<file path="src/rtl/dram_responder.sv">
// rtl/dram_responder.sv - BRAM-backed data responder with read-modify-write for partial stores
module dram_responder #(
  parameter int          ADDR_WIDTH = 14,
  parameter logic [31:0] BASE_ADDR  = 32'h0000_0000
) (
  input  logic                  clk,
  input  logic                  rst_n,
  input  logic                  req_valid,
  output logic                  req_ready,
  input  logic [31:0]           req_addr,
  input  logic [3:0]            req_we,
  input  logic [31:0]           req_wdata,
  output logic                  resp_valid,
  output logic [31:0]           resp_rdata,
  output logic                  resp_err,
  output logic                  bram_en,
  output logic                  bram_wen,
  output logic [ADDR_WIDTH-1:0] bram_addr,
  output logic [31:0]           bram_din,
  input  logic [31:0]           bram_dout
);

  typedef enum logic [2:0] {IDLE, RD, RDW, WR, RESP} state_e;

  state_e                state_q;
  logic                  req_ready_q;
  logic                  resp_valid_q;
  logic                  resp_err_q;
  logic [31:0]           resp_rdata_q;
  logic                  bram_en_q;
  logic                  bram_wen_q;
  logic [ADDR_WIDTH-1:0] bram_addr_q;
  logic [31:0]           bram_din_q;
  logic [3:0]            we_q;
  logic [31:0]           wdata_q;

  logic [31:0]           off_d;
  logic                  range_err_d;
  logic                  lane_err_d;
  logic                  req_err_d;
  logic [31:0]           merged_d;

  // Validate the incoming request: word offset must fall inside the BRAM and
  // the lane mask must be a naturally aligned byte, halfword or word.
  always_comb begin
    off_d       = req_addr - BASE_ADDR;
    // off[31:2] >= depth is the same as off >= 4*depth; addresses below the
    // base wrap to huge offsets and are caught here too.
    range_err_d = (off_d >= (32'd4 << ADDR_WIDTH));
    case (req_we)
      4'b0000:          lane_err_d = 1'b0;
      4'b1111, 4'b0011: lane_err_d = (req_addr[1:0] != 2'b00);
      4'b1100:          lane_err_d = (req_addr[1:0] != 2'b10);
      default:          lane_err_d = (req_we != (4'b0001 << req_addr[1:0]));
    endcase
    req_err_d = range_err_d | lane_err_d;
  end

  // Merge latched write lanes over the word just read back from the BRAM.
  always_comb begin
    merged_d = '0;
    for (int i = 0; i < 4; i++) begin
      merged_d[8*i +: 8] = we_q[i] ? wdata_q[8*i +: 8] : bram_dout[8*i +: 8];
    end
  end

  // Request FSM with all outputs registered.
  always_ff @(posedge clk) begin
    if (!rst_n) begin
      state_q      <= IDLE;
      req_ready_q  <= 1'b1;
      resp_valid_q <= 1'b0;
      resp_err_q   <= 1'b0;
      resp_rdata_q <= '0;
      bram_en_q    <= 1'b0;
      bram_wen_q   <= 1'b0;
      bram_addr_q  <= '0;
      bram_din_q   <= '0;
      we_q         <= '0;
      wdata_q      <= '0;
    end else begin
      case (state_q)
        IDLE: begin
          if (req_valid) begin
            req_ready_q <= 1'b0;
            we_q        <= req_we;
            wdata_q     <= req_wdata;
            if (req_err_d) begin
              // Rejected requests never touch the BRAM.
              resp_valid_q <= 1'b1;
              resp_err_q   <= 1'b1;
              state_q      <= RESP;
            end else begin
              bram_en_q   <= 1'b1;
              bram_addr_q <= off_d[ADDR_WIDTH+1:2];
              if (req_we == 4'b1111) begin
                bram_wen_q <= 1'b1;
                bram_din_q <= req_wdata;
                state_q    <= WR;
              end else begin
                // Reads and partial writes both start with a BRAM read.
                state_q <= RD;
              end
            end
          end
        end
        RD: begin
          bram_en_q <= 1'b0;
          state_q   <= RDW;
        end
        RDW: begin
          if (we_q == 4'b0000) begin
            resp_rdata_q <= bram_dout;
            resp_valid_q <= 1'b1;
            state_q      <= RESP;
          end else begin
            bram_din_q <= merged_d;
            bram_en_q  <= 1'b1;
            bram_wen_q <= 1'b1;
            state_q    <= WR;
          end
        end
        WR: begin
          bram_en_q    <= 1'b0;
          bram_wen_q   <= 1'b0;
          resp_valid_q <= 1'b1;
          state_q      <= RESP;
        end
        RESP: begin
          resp_valid_q <= 1'b0;
          resp_err_q   <= 1'b0;
          req_ready_q  <= 1'b1;
          state_q      <= IDLE;
        end
        default: state_q <= IDLE;
      endcase
    end
  end

  assign req_ready  = req_ready_q;
  assign resp_valid = resp_valid_q;
  assign resp_err   = resp_err_q;
  assign resp_rdata = resp_rdata_q;
  assign bram_en    = bram_en_q;
  assign bram_wen   = bram_wen_q;
  assign bram_addr  = bram_addr_q;
  assign bram_din   = bram_din_q;

endmodule

</file>
<file path="config.mk">
export PLATFORM = sky130hd
export DESIGN_NAME = dram_responder
export DESIGN_NICKNAME = d
export VERILOG_FILES = /design/src/rtl/dram_responder.sv
export SDC_FILE = /design/constraint.sdc
export NUM_CORES = 1
export LEC_CHECK = 0
export BUFFER_PORTS_ARGS = -buffer_cell sky130_fd_sc_hd__buf_2
export CAP_MARGIN = 5
export CORE_MARGIN = 2
export CORE_UTILIZATION = 46
export CTS_CLUSTER_SIZE = 12
export DETAILED_ROUTE_END_ITERATION = 8
export GPL_TIMING_DRIVEN = 0
export PLACE_DENSITY = 0.76
export SLEW_MARGIN = 20
export SYNTH_ARGS = -nofsm -noshare
export SYNTH_HDL_FRONTEND = slang
export SYNTH_SLANG_ARGS = --single-unit
</file>
<file path="constraint.sdc">
create_clock -name clk -period 1.8 [get_ports clk]
set_input_delay 0 -clock clk [delete_from_list [all_inputs] [get_ports clk]]
set_output_delay 0 -clock clk [all_outputs]
set_load 0.01 [all_outputs]
</file>
After elaboration in Yosys (flattened, before gate mapping):

Cells that the tools add are included.

* magnitude comparators: 1
* reductions and logical operators: 20
* bitwise gates (word level): 2
* equal/unequal tests: 15
* shift-type cells: 1
* mux-type cells: 30

Operator list (number)
* two-way mux 32 bit: 4
* case mux 32 bit (2 select lines): 1
* >= comparator 32 x 17 -> 1 bit (second input constant): 1
* two-way mux 8 bit: 4
* inequality test 2 bit (second input constant): 7
* case mux 3 bit (4 select lines): 1
* two-way mux 1 bit: 10
* AND reduction 5 bit: 2
* two-way mux 3 bit: 3
* case mux 1 bit (3 select lines): 3
* equality test 4 bit (second input constant): 2
* logical NOT 4 bit: 2
* AND reduction 4 bit: 2
* equality test 3 x 2 -> 1 bit (second input constant): 2
* AND reduction 2 bit: 3
* AND reduction 3 bit: 2
* nonzero test 2 bit: 3
* nonzero test 3 bit: 2
* equality test 4 x 2 -> 1 bit (second input constant): 1
* inequality test 4 bit: 1
* case mux 1 bit (2 select lines): 2
* case mux 1 bit (4 select lines): 1
* nonzero test 4 bit: 1
* OR reduction 2 bit: 2
* 7 further kinds: 7

* word-level logic and storage cells: 80
* bits in registers: 122

Longest topological paths before layout:

* depth after elaboration: 7
* gate-level depth with buffers: 8
* mapped depth without buffers: 5

Worst setup path before layout:

OpenSTA, ideal clock, no wires.

* path type: reg2reg
* from: register state_q[1]
* to: register bram_din_q[21] (netlist: bram_din[21])
* setup slack: -0.087 ns
* arrival: 1.762 ns
* setup time: 0.125 ns
* period minus slack after synthesis: 1.887 ns
* stages on the path, launching flop included: 9
* cell sequence: dfxtp_1 clkbuf_1 or3b_2 nor2_1 buf_2 buf_2 nor2_1 a22oi_1 nand3_1

* cells in the longest elaborated chain, start to end: 3

Ends and longest elaborated chain
* start: declaration: RTL line 25 `state_e state_q;`
* start signal: assignment: RTL line 70 `state_q <= IDLE;`
* start signal: assignment: RTL line 92 `state_q <= RESP;`
* start signal: assignment: RTL line 99 `state_q <= WR;`
* equality test 3 x 2 -> 1 bit or logical NOT 3 bit (tied branches): RTL line 82 `case (state_q)`
* inequality test 2 bit (no line) or nonzero test 2 bit (tied branches)
* AND reduction 5 bit (no line)
* end signal: assignment: RTL line 98 `bram_din_q <= req_wdata;`
* end signal: assignment: RTL line 117 `bram_din_q <= merged_d;`
* end: declaration: RTL line 33 `logic [31:0] bram_din_q;`

Several ways; a longest one is shown, not always the timed one.
A chain may end at the register's enable or synchronous reset.

Final worst setup path:

* from: register state_q[0]
* to: register bram_addr_q[6] (netlist: bram_addr[6])

* cells in the longest elaborated chain, start to end: 2

Ends and longest elaborated chain
* logical NOT 3 bit: RTL line 82
* AND reduction 3 bit (no line)
* end signal: assignment: RTL line 95 `bram_addr_q <= off_d[ADDR_WIDTH+1:2];`
* end: declaration: RTL line 32 `logic [ADDR_WIDTH-1:0] bram_addr_q;`

No other way between the ends.

==> results.py <==
metrics = {
    "outcome": {
        "status": "complete, but fails checks",
        "violations": "negative setup slack",
    },
    "timing": {
        "period_share_pct": 104,
        "maxSlewViolCount": 0,
        "fin_ws_ns": -0.0631,
        "clock_skew_ns": 0.00818,
        "rsz0062_at_grt": "true",
        "finalHoldViolCount": 0,
        "finalSetupTns_ns": -0.693,
        "setup_viol": 35,
        "worst_pin_slew_ns": 1.07,
        "min_period_ns": 1.86,
        "max_clock_freq_mhz": 537,
        "relSlewSlack_pct": 27.9,
    },
    "grt": {
        "grt.total_usage_pct": 29.5,
        "grt-ovfl-total": 0,
        "grt_max_degree": 17,
        "grt_pass1_wl_mm": 31.3,
        "grt_pass1_vias": 6454,
        "antenna_found_initial": 0,
    },
    "synthesis": {
        "syn_inst": 772,
        "ys_ff_latch": 122,
        "yosysTopAreaCellShare_pct": 41.4,
        "synth_area_per_cell_um2": 7.63,
        "synth_fp_nets": 875,
        "synth_top_cell_by_area": "dfxtp_1",
        "synth_area_leaders": "dfxtp_1 (41%), nand2_1 (13%), mux2i_1 (7.8%)",
        "yosysSeqAreaShare_pct": 41.4,
        "synth.cell_area_mm2": 0.00589,
        "synth_cell_types": 41,
        "synthArstFlopShare_pct": 0,
        "ys.flop_type": "dfxtp_1",
        "synth-edff-count": 0,
        "yosys_warnings": 0,
    },
    "worst_setup_path": {
        "crit_type": "reg -> reg",
        "start_kind": "register",
        "endpoint_kind": "register",
        "cp.arrival_ns": 2.20,
        "reg2reg_to": "bram_addr[6]$_SDFFE_PN0P_",
        "regToRegSetupSlack_ns": -0.06,
        "cp_max_fo": 10,
        "required_ns": 2.14,
        "reg2reg_depth": 6,
        "critical_path.startpoint": "state_q[0]$_SDFFE_PN0P_",
        "r2r_start": "state_q[0]$_SDFFE_PN0P_",
    },
    "floorplanning": {
        "dieArea_mm2": 0.0137,
        "dieHeight_um": 117,
        "initial_core_util_pct": 46.9,
        "io_pins": 186,
        "design.core.area_mm2": 0.0126,
        "die_w_um": 117,
        "rows": 41,
    },
    "pwr": {
        "seqPwrFrac_pct": 38.9,
        "power_density_mw_per_mm2": 805,
        "p_leak_nw": 3.78,
        "switching_power_w": 0.00165,
        "vdd_drop_max_mv": 0.622,
        "p_sw_share_pct": 23.0,
        "clock_power_share_pct": 50.2,
        "power.internal_w": 0.00554,
        "pwr-share-comb_pct": 10.8,
    },
    "route": {
        "drt_iter0_markers": 565,
        "dr.pass1.iters": 6,
        "drt_wl_total_mm": 21.4,
        "vias_per_cell": 5.55,
        "post_drt_wl_per_cell_um": 17.1,
        "ant_nets": 0,
        "drc": 0,
        "num_vias": 6922,
    },
    "flow_run": {
        "drv_cap": 0,
    },
    "cts": {
        "cts_tree": "yes",
        "cts_made_buffers": 17,
        "cts.clk_slew.worst_paths_ns": 0.06,
        "cts_buffer_depth": 2,
        "clkLatencyLatePin_ns": 0.42,
        "clock-root-buffer": "clkbuf_16",
        "cts_sinks": 122,
        "htreeDepth": 4,
    },
    "layout": {
        "area_growth_syn_to_layout_pct": 51.5,
        "drive_gt1_share_pct": 28.2,
        "layout_common_cells": "nand2_1 (207), buf_2 (187), dfxtp_1 (117)",
        "antenna_cells": 0,
        "nNetsFinal": 1167,
        "final_common_cell": "nand2_1",
    },
    "hold_path": {
        "min_path_cells": 3,
        "min_from": "req_we[0]",
        "holdPathEnd": "state_q[1]$_SDFFE_PN0P_",
        "hold_path_class": "in -> reg",
    },
    "placement": {
        "dp_hpwl_mm": 13.1,
        "pre_cts_ws_ns": -0.815,
        "gp_congestion": 0.873,
        "portBuffers": 182,
    },
}
==> worst max path at each step <==
stage	to	slack, ns	cells past startpoint
after floorplan	resp_rdata[0]$_SDFFE_PN0P_	-0.03	6
after CTS	we_q[1]$_SDFFE_PN0P_	-0.001	6
after global routing	bram_addr[6]$_SDFFE_PN0P_	-0.14	6
final	bram_addr[6]$_SDFFE_PN0P_	-0.06	6
after global placement	resp_rdata[30]$_SDFFE_PN0P_	-0.81	6
after detailed placement	resp_rdata[30]$_SDFFE_PN0P_	-0.82	6
==> critical path: stages (launching register included) <==
cell and delay [ns]:
dfxtp_1 0.32, clkbuf_4 0.21, nor3_1 0.30, nand2_1 0.19, nor4_4 0.30, buf_6 0.22
mux2i_1 0.24
==> flip-flops by register name, summed over array words and instances (netlist names) <==
name / flops
resp_valid: 1
resp_rdata: 32
state_q: 3
req_ready: 1
bram_wen: 1
resp_err: 1
bram_addr: 14
wdata_q: 32
bram_din: 32
bram_en: 1
we_q: 4
==> layout make-up <==
| type | instances | area (µm²) |
|---|---|---|
| multi-input combinational | 574 | 3330 |
| tap | 172 | 215 |
| sequential | 122 | 2450 |
| clock buffer | 22 | 474 |
| clock inverter | 8 | 143 |
| fill | 984 | 3640 |
| timing repair buffer | 275 | 1830 |
| buffer | 69 | 473 |
| inverter | 5 | 18.8 |
==> power groups by stage <==
| stage | sequential (W) | combinational, W | clock (W) |
|---|---|---|---|
| 6_report | 0.00280 | 0.000778 | 0.00361 |
| 5_1_grt | 0.00280 | 0.000836 | 0.00374 |
| 4_1_cts | 0.00279 | 0.000726 | 0.00361 |
| 3_5_place_dp | 0.00285 | 0.000563 | 0 |
| 3_3_place_gp | 0.00284 | 0.000558 | 0 |
| 2_1_floorplan | 0.00284 | 0.000318 | 0 |
==> kinds of logic after synthesis <==
family	synth area share [%]
AO/OA/AOI/OAI	20.0
AND/OR/NAND/NOR	25.3
flip-flops	41.4
buffers and inverters	5.10
multiplexers	7.81
XOR/XNOR	0.297
==> routing by layer <==
layer  share of wire, %  global-route usage (%)  vias up
li1                   -                       -     3311
met1                 38                    34.1     3185
met2                 49                    49.8      365
met3                9.2                    8.44       61
met4                3.7                    15.0        0
met5                  0                       0        -
==> synthesized netlist by cell type (2+ instances only) <==
master     instances
a21oi_1           71
a221oi_1           2
a22oi_1           32
buf_1              4
buf_2              6
clkbuf_1          60
dfxtp_1          122
inv_1              4
mux2i_1           46
nand2_1          208
nand3_1           36
nand4_1           34
nor2_1            40
nor2b_1            3
nor3_1             3
nor4_1             6
o21ai_0           34
o21ai_1            2
o22ai_1            2
o2bb2ai_1         32
o31a_1             2
or4_1              3
xor2_1             2
==> metrics by stage <==
| stage | utilization (%) | instance area, µm² | hold WS, ns | cells | total power [W] |
|---|---|---|---|---|---|
| after floorplan | - | 5900 | 0.136 | 772 | 0.00316 |
| after global placement | 55.9 | 7030 | 0.251 | 1126 | 0.00340 |
| after detailed placement | 55.9 | 7030 | 0.257 | 1126 | 0.00341 |
| after CTS | 69.0 | 8680 | 0.0223 | 1242 | 0.00713 |
| after global routing | 71.1 | 8930 | 0.107 | 1247 | 0.00738 |
| final | 71.1 | 8930 | 0.0797 | 1247 | 0.00719 |
==> what timing repair did <==
action,in CTS,in global routing
hold buffers,82,0
gates resized for setup,64,77
setup buffers,5,3
hold endpoints to repair,103,0
gates cloned,1,2
setup endpoints to repair,108,97
pin swaps,3,3
Note: power is estimated with default switching activity, not from simulation.
